### config.mk
export PLATFORM = sky130hd
export DESIGN_NAME = lpddr3_lane_rx_capture
export DESIGN_NICKNAME = d
export VERILOG_FILES = /design/src/rtl/lpddr3_rx_pkg.sv /design/src/rtl/lpddr3_rx_pin_align.sv /design/src/rtl/lpddr3_lane_rx_capture.sv
export SDC_FILE = /design/constraint.sdc
export NUM_CORES = 1
export LEC_CHECK = 0
export ABC_AREA = 0
export BUFFER_PORTS_ARGS = -buffer_cell sky130_fd_sc_hd__buf_2
export CORE_ASPECT_RATIO = 1.2
export CORE_MARGIN = 3
export CORE_UTILIZATION = 35
export DETAILED_ROUTE_END_ITERATION = 12
export MAX_ROUTING_LAYER = met4
export PLACE_DENSITY_LB_ADDON = 0.12
export SYNTH_ARGS = -nofsm -noshare
export SYNTH_HDL_FRONTEND = slang
export SYNTH_SLANG_ARGS = --single-unit
### constraint.sdc
create_clock -name FAB_CLK -period 2.7 [get_ports FAB_CLK]
set_clock_uncertainty 0.2 [all_clocks]
set_input_delay 0.135 -clock FAB_CLK [delete_from_list [all_inputs] [get_ports FAB_CLK]]
set_output_delay 0.135 -clock FAB_CLK [all_outputs]
set_load 0.02 [all_outputs]
### src/rtl/lpddr3_rx_pkg.sv
// Shared types and widths for the LPDDR3 lane receive capture path.
package lpddr3_rx_pkg;
  localparam int RATIO       = 8;
  localparam int SLIP_CNT_W  = 3;
  localparam int MATCH_CNT_W = 4;

  localparam logic [SLIP_CNT_W-1:0] SLIP_MAX = 3'd7;

  typedef enum logic [2:0] {
    ST_IDLE  = 3'd0,
    ST_CHECK = 3'd1,
    ST_WAIT  = 3'd2,
    ST_DONE  = 3'd3,
    ST_FAIL  = 3'd4
  } rx_state_e;
endpackage

### src/rtl/lpddr3_rx_pin_align.sv
// Per-pin bit-slip alignment: match/slip counters, lock/fail flags and slip pulse.
// Optional LPDDR3_RX_SLIP_STATUS_EN exposes the slip counter.
module lpddr3_rx_pin_align
  import lpddr3_rx_pkg::*;
#(
  parameter logic [RATIO-1:0] TRAIN_PATTERN = 8'h0F,
  parameter int               MATCH_COUNT   = 4
) (
  input  logic             clk,
  input  logic             rst_n,
  input  logic             clr,
  input  logic             check,
  input  logic [RATIO-1:0] rx_word,
  output logic             lock_nxt,
  output logic             fail_nxt,
  output logic             slip
`ifdef LPDDR3_RX_SLIP_STATUS_EN
  ,
  output logic [SLIP_CNT_W-1:0] slip_cnt_o
`endif
);
  localparam logic [MATCH_CNT_W-1:0] MATCH_TGT = MATCH_CNT_W'(MATCH_COUNT);

  logic [MATCH_CNT_W-1:0] match_cnt;
  logic [MATCH_CNT_W-1:0] match_inc;
  logic [SLIP_CNT_W-1:0]  slip_cnt;
  logic                   lock;
  logic                   fail;
  logic                   active;
  logic                   match;

  // Locked or failed pins drop out of the check entirely.
  always_comb begin
    active    = check && !lock && !fail;
    match     = (rx_word == TRAIN_PATTERN);
    match_inc = match_cnt + 1'b1;
    lock_nxt  = lock || (active && match && (match_inc == MATCH_TGT));
    fail_nxt  = fail || (active && !match && (slip_cnt == SLIP_MAX));
  end

  always_ff @(posedge clk) begin
    if (!rst_n || clr) begin
      match_cnt <= '0;
      slip_cnt  <= '0;
      lock      <= 1'b0;
      fail      <= 1'b0;
      slip      <= 1'b0;
    end else begin
      slip <= 1'b0;
      if (active) begin
        if (match) begin
          match_cnt <= match_inc;
          lock      <= lock_nxt;
        end else if (slip_cnt != SLIP_MAX) begin
          match_cnt <= '0;
          slip_cnt  <= slip_cnt + 1'b1;
          slip      <= 1'b1;
        end else begin
          fail <= 1'b1;
        end
      end
    end
  end

`ifdef LPDDR3_RX_SLIP_STATUS_EN
  assign slip_cnt_o = slip_cnt;
`endif
endmodule

### src/rtl/lpddr3_lane_rx_capture.sv
// LPDDR3 lane read capture: bit-slip training FSM plus read-latency gating.
// Optional LPDDR3_RX_SLIP_STATUS_EN adds the SLIP_COUNT status port.
module lpddr3_lane_rx_capture
  import lpddr3_rx_pkg::*;
#(
  parameter int          DQ_WIDTH      = 8,
  parameter logic [7:0]  TRAIN_PATTERN = 8'h0F,
  parameter int          MATCH_COUNT   = 4,
  parameter int          SLIP_WAIT     = 4,
  parameter int          RD_LAT_MAX    = 31
) (
  input  logic                      FAB_CLK,
  input  logic                      RESET_N,
  input  logic [DQ_WIDTH*RATIO-1:0] RX_DATA,
  input  logic                      TRAIN_START,
  output logic                      TRAIN_DONE,
  output logic                      TRAIN_FAIL,
  output logic [DQ_WIDTH-1:0]       RX_BIT_SLIP,
  input  logic                      RD_CMD,
  input  logic [4:0]                RD_LATENCY,
  output logic [DQ_WIDTH*RATIO-1:0] RD_DATA,
  output logic                      RD_VALID,
  output logic                      RD_ERR,
  output rx_state_e                 dbg_state
`ifdef LPDDR3_RX_SLIP_STATUS_EN
  ,
  output logic [DQ_WIDTH*SLIP_CNT_W-1:0] SLIP_COUNT
`endif
);
  localparam logic [3:0] WAIT_LAST = 4'(SLIP_WAIT - 1);

  rx_state_e              state;
  rx_state_e              state_nxt;
  logic [3:0]             wait_cnt;
  logic [DQ_WIDTH-1:0]    lock_nxt;
  logic [DQ_WIDTH-1:0]    fail_nxt;
  logic                   check_en;
  logic                   start_ok;
  logic                   restart;
  logic                   wait_done;
  logic [RD_LAT_MAX-1:0]  pipe;
  logic [RD_LAT_MAX:0]    flag;

  for (genvar i = 0; i < DQ_WIDTH; i++) begin : g_pin
    lpddr3_rx_pin_align #(
      .TRAIN_PATTERN (TRAIN_PATTERN),
      .MATCH_COUNT   (MATCH_COUNT)
    ) u_pin (
      .clk        (FAB_CLK),
      .rst_n      (RESET_N),
      .clr        (start_ok),
      .check      (check_en),
      .rx_word    (RX_DATA[RATIO*i +: RATIO]),
      .lock_nxt   (lock_nxt[i]),
      .fail_nxt   (fail_nxt[i]),
      .slip       (RX_BIT_SLIP[i])
`ifdef LPDDR3_RX_SLIP_STATUS_EN
      ,
      .slip_cnt_o (SLIP_COUNT[SLIP_CNT_W*i +: SLIP_CNT_W])
`endif
    );
  end

  always_ff @(posedge FAB_CLK) begin
    if (!RESET_N) state <= ST_IDLE;
    else          state <= state_nxt;
  end

  always_comb begin
    state_nxt = state;
    unique case (state)
      ST_IDLE:  if (TRAIN_START) state_nxt = ST_CHECK;
      ST_CHECK: begin
        if (|fail_nxt)      state_nxt = ST_FAIL;
        else if (&lock_nxt) state_nxt = ST_DONE;
        else                state_nxt = ST_WAIT;
      end
      ST_WAIT:  if (wait_done) state_nxt = ST_CHECK;
      ST_DONE,
      ST_FAIL:  if (TRAIN_START) state_nxt = ST_CHECK;
      default:  state_nxt = ST_IDLE;
    endcase
  end

  always_comb begin
    check_en  = (state == ST_CHECK);
    restart   = TRAIN_START && ((state == ST_DONE) || (state == ST_FAIL));
    start_ok  = restart || (TRAIN_START && (state == ST_IDLE));
    wait_done = (wait_cnt == WAIT_LAST);
    dbg_state = state;
  end

  // Status flags follow the state they announce, registered alongside it.
  always_ff @(posedge FAB_CLK) begin
    if (!RESET_N) begin
      TRAIN_DONE <= 1'b0;
      TRAIN_FAIL <= 1'b0;
      wait_cnt   <= '0;
    end else begin
      TRAIN_DONE <= (state_nxt == ST_DONE);
      TRAIN_FAIL <= (state_nxt == ST_FAIL);
      wait_cnt   <= (state == ST_WAIT) ? wait_cnt + 1'b1 : 4'd0;
    end
  end

  // Tap 0 is the command itself, so RD_LATENCY=0 captures in the command cycle.
  assign flag = {pipe, RD_CMD && TRAIN_DONE};

  always_ff @(posedge FAB_CLK) begin
    if (!RESET_N) begin
      pipe     <= '0;
      RD_VALID <= 1'b0;
      RD_DATA  <= '0;
      RD_ERR   <= 1'b0;
    end else if (restart) begin
      pipe     <= '0;
      RD_VALID <= 1'b0;
      RD_ERR   <= 1'b0;
    end else begin
      pipe     <= flag[RD_LAT_MAX-1:0];
      RD_VALID <= flag[RD_LATENCY];
      if (flag[RD_LATENCY]) RD_DATA <= RX_DATA;
      if (RD_CMD && !TRAIN_DONE) RD_ERR <= 1'b1;
    end
  end
endmodule
# == Yosys cells after proc, flatten, opt, wreduce, memory -nomap -nowiden ==
# Cells that the tools add are included.
# totals
reg_bits,186
in_bits,73
elab_cells,314
# op_classes
addsub,17
n_lt_le_gt_ge,1
n_eq_ne,39
n_mux,31
bitwise_logic,26
n_reduce_logical,152
# op_table
operator,n
8-bit by 4-bit equality test with 1-bit output (second input constant),8
4-bit 2-to-1 mux,16
1-bit logical AND,52
3-bit AND reduction,16
4-bit by 1-bit adder with 4-bit output (second input constant),9
2-bit AND reduction,18
4-bit by 3-bit equality test with 1-bit output (second input constant),8
3-bit equality test (second input constant),10
3-bit OR reduction,9
1-bit zero test,26
1-bit inverter,26
3-bit by 1-bit adder with 3-bit output (second input constant),8
3-bit != test (second input constant),8
1-bit logical OR,19
2-bit nonzero test,8
1-bit 2-to-1 mux,10
3-bit by 2-bit equality test with 1-bit output (second input constant),3
3-bit 2-to-1 mux,3
3-bit case mux with 3 select lines,1
8-bit AND reduction,1
8-bit OR reduction,1
5-bit by 6-bit < comparator with 1-bit output (second input constant),1
1-bit binary-select mux with 5-bit select,1
4-bit by 2-bit equality test with 1-bit output (second input constant),1
other kinds (3),3

# == Longest topological paths before layout ==
# logic_depth
ltp_word,11
ltp_mapped,8

# == Hierarchy ==
# A second synthesis with hierarchy kept.
# unflattened
hier_cells,845
hier_area_um2,8336.7
# modules_own_cells
mod,n_inst,cells_each,area_per_inst_um2,seq_area_each_um2
lpddr3_lane_rx_capture,1,418,4098.9,2122.0
lpddr3_rx_pin_align at g_pin[0].u_pin ...,5,53,533.0,200.2
lpddr3_rx_pin_align at g_pin[5].u_pin ...,3,54,524.3,200.2

# == Worst setup path before layout ==
# No wires, ideal clock.
# synth_timing
path_kind,register to register
from,register state[0] (netlist: dbg_state[0])
to,register state[0] (netlist: dbg_state[0])
arrival_time_ns,2.154
path_slack_ns,0.275
stages_incl_launch_ff,9
synth_period_minus_slack_ns,2.425
path_cell_list,dfxtp_1 -> or3b_1 -> buf_6 -> buf_6 -> nor2_1 -> a31oi_1 -> or3_1 -> or4_1 -> a21boi_1
# synth_between
elab_chain_cells,10
elab_cells_between_ends,77
classes_between,eq/ne: 4; mux: 5; reduce/logical: 68
# synth_lines
item,line,source
from (decl),lpddr3_lane_rx_capture.sv:32,rx_state_e state;
from (signal assigned),lpddr3_lane_rx_capture.sv:66,else state <= state_nxt;
3-bit by 1-bit equality test with 1-bit output,"lpddr3_lane_rx_capture.sv:71, lpddr3_lane_rx_capture.sv:86",
1-bit logical AND (2 in series),lpddr3_rx_pin_align.sv:34,active = check && !lock && !fail;
1-bit logical AND (2 in series),lpddr3_rx_pin_align.sv:37,lock_nxt = lock || (active && match && (match_inc == MATCH_TGT));
1-bit logical OR,lpddr3_rx_pin_align.sv:37,
8-bit AND reduction,lpddr3_lane_rx_capture.sv:75,else if (&lock_nxt) state_nxt = ST_DONE;
1-bit 2-to-1 mux,lpddr3_lane_rx_capture.sv:75,
3-bit 2-to-1 mux,lpddr3_lane_rx_capture.sv:74,if (|fail_nxt) state_nxt = ST_FAIL;
3-bit case mux with 3 select lines *,lpddr3_lane_rx_capture.sv:71,unique case (state)
# Mark *: on every way between the ends. The rest lies on a longest branch, timed or not.
# A chain may end at the register's enable or synchronous reset.

# == Worst setup path in the final report ==
# layout_timing
from,input port RX_DATA[36]
to,register state[1] (netlist: dbg_state[1])
# layout_between
elab_chain_cells,8
# layout_lines
item,line,source
from (decl),lpddr3_lane_rx_capture.sv:14,"input logic [DQ_WIDTH*RATIO-1:0] RX_DATA,"
8-bit by 4-bit equality test with 1-bit output,lpddr3_rx_pin_align.sv:35,match = (rx_word == TRAIN_PATTERN);
1-bit zero test,lpddr3_rx_pin_align.sv:38,fail_nxt = fail || (active && !match && (slip_cnt == SLIP_MAX));
1-bit logical AND (2 in series),lpddr3_rx_pin_align.sv:38,
1-bit logical OR,lpddr3_rx_pin_align.sv:38,
8-bit OR reduction,lpddr3_lane_rx_capture.sv:74,
3-bit 2-to-1 mux,lpddr3_lane_rx_capture.sv:74,
3-bit case mux with 3 select lines,lpddr3_lane_rx_capture.sv:71,
# No other way between the ends.

==> flow_metrics.py <==
metrics = {
    "run_status": {
        "status": "complete, no violations",
    },
    "grt": {
        "overflow": 0,
        "grt_pass1_vias": 6627,
        "grt_max_degree": 68,
        "grt_pass1_wl_um": 32800,
        "grt_usage_pct": 16.1,
        "antenna_found_initial": 0,
    },
    "place": {
        "finalWeightedCongestion": 0.784,
        "numPortBuffers": 151,
        "placed_area_um2": 9380,
        "pre_cts_slack_ps": 103,
        "dp_hpwl_um": 13700,
    },
    "worst_setup_path": {
        "crit_arrival_ps": 2740,
        "crit_required_ps": 2850,
        "r2r_slack_ps": 150,
        "start_kind": "input port",
        "crit_fanout": 3,
        "path_class": "in -> reg",
        "r2r-end": "dbg_state[0]",
        "reg2regPathDepth": 7,
        "startpoint": "RX_DATA[36]",
        "critPathCaptureType": "register",
        "crit_end": "dbg_state[1]",
        "r2r_start": "dbg_state[0]",
    },
    "logic_synthesis": {
        "syn_avg_cell_area_um2": 9.28,
        "synth_cell_types": 66,
        "synth_enable_flop_cells": 0,
        "yosys_warnings": 0,
        "mappedNetlistNets": 987,
        "syn_area_um2": 8200,
        "synth_cells": 884,
        "ys.flop_type": "dfxtp_1",
        "ys_seq_area_share_pct": 45.4,
        "synth-seq-cells": 186,
        "async_reset_ff_share_pct": 0,
    },
    "route": {
        "final_antenna_net_count": 0,
        "routed_wl_um": 19900,
        "drtIter0Drc": 300,
        "vias": 6829,
        "dr.pass1.iters": 5,
        "drc": 0,
        "wire_per_inst_um": 13.9,
        "vias_per_cell": 4.78,
    },
    "sta": {
        "setup_viol": 0,
        "fin_ws_ps": 107,
        "clock.fmax_mhz": 386,
        "max_slew_margin_pct": 58.4,
        "fin_crit_ps": 2590,
        "worstMarginPinSlew_ps": 623,
        "finalHoldViolCount": 0,
        "fin_crit_sh_pct": 96.0,
        "drv_slew": 0,
    },
    "floorplanning": {
        "std_cell_rows": 60,
        "die_w_um": 146,
        "start_util_pct": 36.1,
        "die_area_um2": 25300,
        "die_y_um": 174,
        "fp.coreArea_um2": 22700,
        "ioPinCount": 152,
    },
    "power": {
        "vdd_drop_max_mv": 0.378,
        "power_w": 0.00572,
        "p_leak_nw": 5.07,
        "power_density_nw_per_um2": 535,
    },
    "finish": {
        "final_common_cell": "dfxtp_1",
        "antenna_cells": 0,
        "area_delta_synth_final_pct": 30.3,
        "layout_common_cells": "186 x dfxtp_1, 158 x nand2_1, 150 x buf_2, 97 x nor2_1, 83 x mux2i_1",
        "fin_nets": 1211,
        "drive_above_1_share_pct": 22.4,
        "final_area_um2": 10700,
    },
    "cts": {
        "clock-sinks": 186,
        "cts.reportedPaths.clkPinSlew_ps": 70,
        "clock_latency_ps": 430,
        "numCtsBuffers": 17,
        "cts_root_buffer": "clkbuf_16",
        "cts_tree": "built",
        "cts_setup_buffers": 0,
        "clockBufferDepth": 2,
        "h-tree-depth": 4,
    },
    "hold_path": {
        "hold_class": "in -> reg",
        "worstHoldStart": "RX_DATA[60]",
    },
    "flow_run": {
        "max-cap-violations": 0,
    },
}
state kept, by name, indices dropped and copies added, names as in the netlist, 3 cells and up:
signal / count
g_pin.u_pin.slip: 8
dbg_state: 3
wait_cnt: 4
g_pin.u_pin.match_cnt: 32
pipe: 31
g_pin.u_pin.lock: 8
g_pin.u_pin.slip_cnt: 24
RD_DATA: 64
g_pin.u_pin.fail: 8
power by group:
part	switching [W]	internal, W
sequential	0.0000178	0.00277
combinational	0.000285	0.000238
clock	0.00116	0.00124
total	0.00147	0.00425
stage by stage:
step / utilization (%) / hold slack [ps] / instances / TNS [ps]
CTS: 46.9 / 96.3 / 1430 / 0
floorplan: - / 73.8 / 884 / 0
finish: 47.0 / 119 / 1430 / 0
detailed placement: 41.2 / 195 / 1327 / 0
global placement: 41.2 / 193 / 1327 / 0
global route: 47.0 / 196 / 1430 / -1.91
worst min-delay path by stage:
stage	endpoint	slack, ps	cells after the start
after floorplan	RD_DATA[0]	70	2
after global placement	RD_DATA[4]	190	3
after detailed placement	RD_DATA[3]	190	3
after CTS	g_pin[7].u_pin.match_cnt[2]	100	6
after global routing	g_pin[7].u_pin.match_cnt[0]	200	7
final	g_pin[7].u_pin.match_cnt[2]	120	6
critical path: stages:
cell	delay, ps
dlygate4sd3_1	530
buf_2	130
or4_4	570
o2111a_1	290
nor4_2	230
buf_4	160
nand4_1	90
buf_4	160
mux2_1	290
a211oi_2	170
cell usage after synthesis (4+ instances only):
| cell | count | share of area (%) |
|---|---|---|
| o21ai_0 | 11 | 0.67 |
| and3_1 | 40 | 3.1 |
| nor4b_1 | 4 | 0.43 |
| buf_4 | 14 | 1.3 |
| nor3b_2 | 5 | 0.76 |
| clkbuf_1 | 33 | 1.5 |
| mux4_2 | 7 | 1.9 |
| xnor2_1 | 9 | 0.96 |
| a22oi_1 | 12 | 1.1 |
| a2bb2oi_1 | 4 | 0.43 |
| o21ai_1 | 4 | 0.24 |
| and4_1 | 5 | 0.53 |
| nand3_1 | 11 | 0.67 |
| ha_1 | 30 | 4.6 |
| inv_1 | 8 | 0.37 |
| nor3b_1 | 5 | 0.46 |
| a32oi_1 | 6 | 0.64 |
| mux2i_1 | 83 | 10 |
| and2_1 | 9 | 0.69 |
| a21oi_1 | 27 | 1.6 |
| nor3_1 | 12 | 0.73 |
| nor4_1 | 8 | 0.61 |
| nand2b_1 | 6 | 0.46 |
| nor3_2 | 6 | 0.73 |
| dfxtp_1 | 186 | 45 |
| or3_1 | 4 | 0.31 |
| nand2_1 | 159 | 7.3 |
| a41oi_1 | 7 | 0.75 |
| a2111oi_0 | 6 | 0.64 |
| nor2_1 | 97 | 4.4 |
| nor2b_1 | 12 | 0.92 |
| a21o_1 | 4 | 0.37 |
cell type report:
type | instances | area, µm²
Sequential cell | 186 | 3720
Inverter | 8 | 30.0
Multi-Input combinational cell | 637 | 4190
Fill cell | 2184 | 12100
Clock buffer | 18 | 439
Tap cell | 310 | 388
Clock inverter | 13 | 124
Timing Repair Buffer | 258 | 1790
timing repair:
item,4_1_cts,5_1_grt
hold buffers,72,0
hold endpoints to repair,72,0
resized for setup,0,7
setup endpoints to repair,0,5
kinds of logic (layout without fill, tap and decap cells):
logic type,after synthesis,in the layout,share of synthesized area [%]
fa+ha+maj,30,30,4.58
flops,186,186,45.4
xor+xnor,10,10,1.07
buf+inv,61,297,3.90
simple gates,404,404,24.3
compound gates,102,102,8.60
mux,91,91,12.2
metal layers:
metal / GRT usage, % / vias to the layer above / share of wire, %
li1: - / 3540 / -
met1: 20.3 / 3157 / 47
met2: 26.6 / 116 / 48
met3: 2.56 / 16 / 3.6
met4: 5.03 / 0 / 0.99
met5: - / - / 0
(Power assumes the default switching activity.)
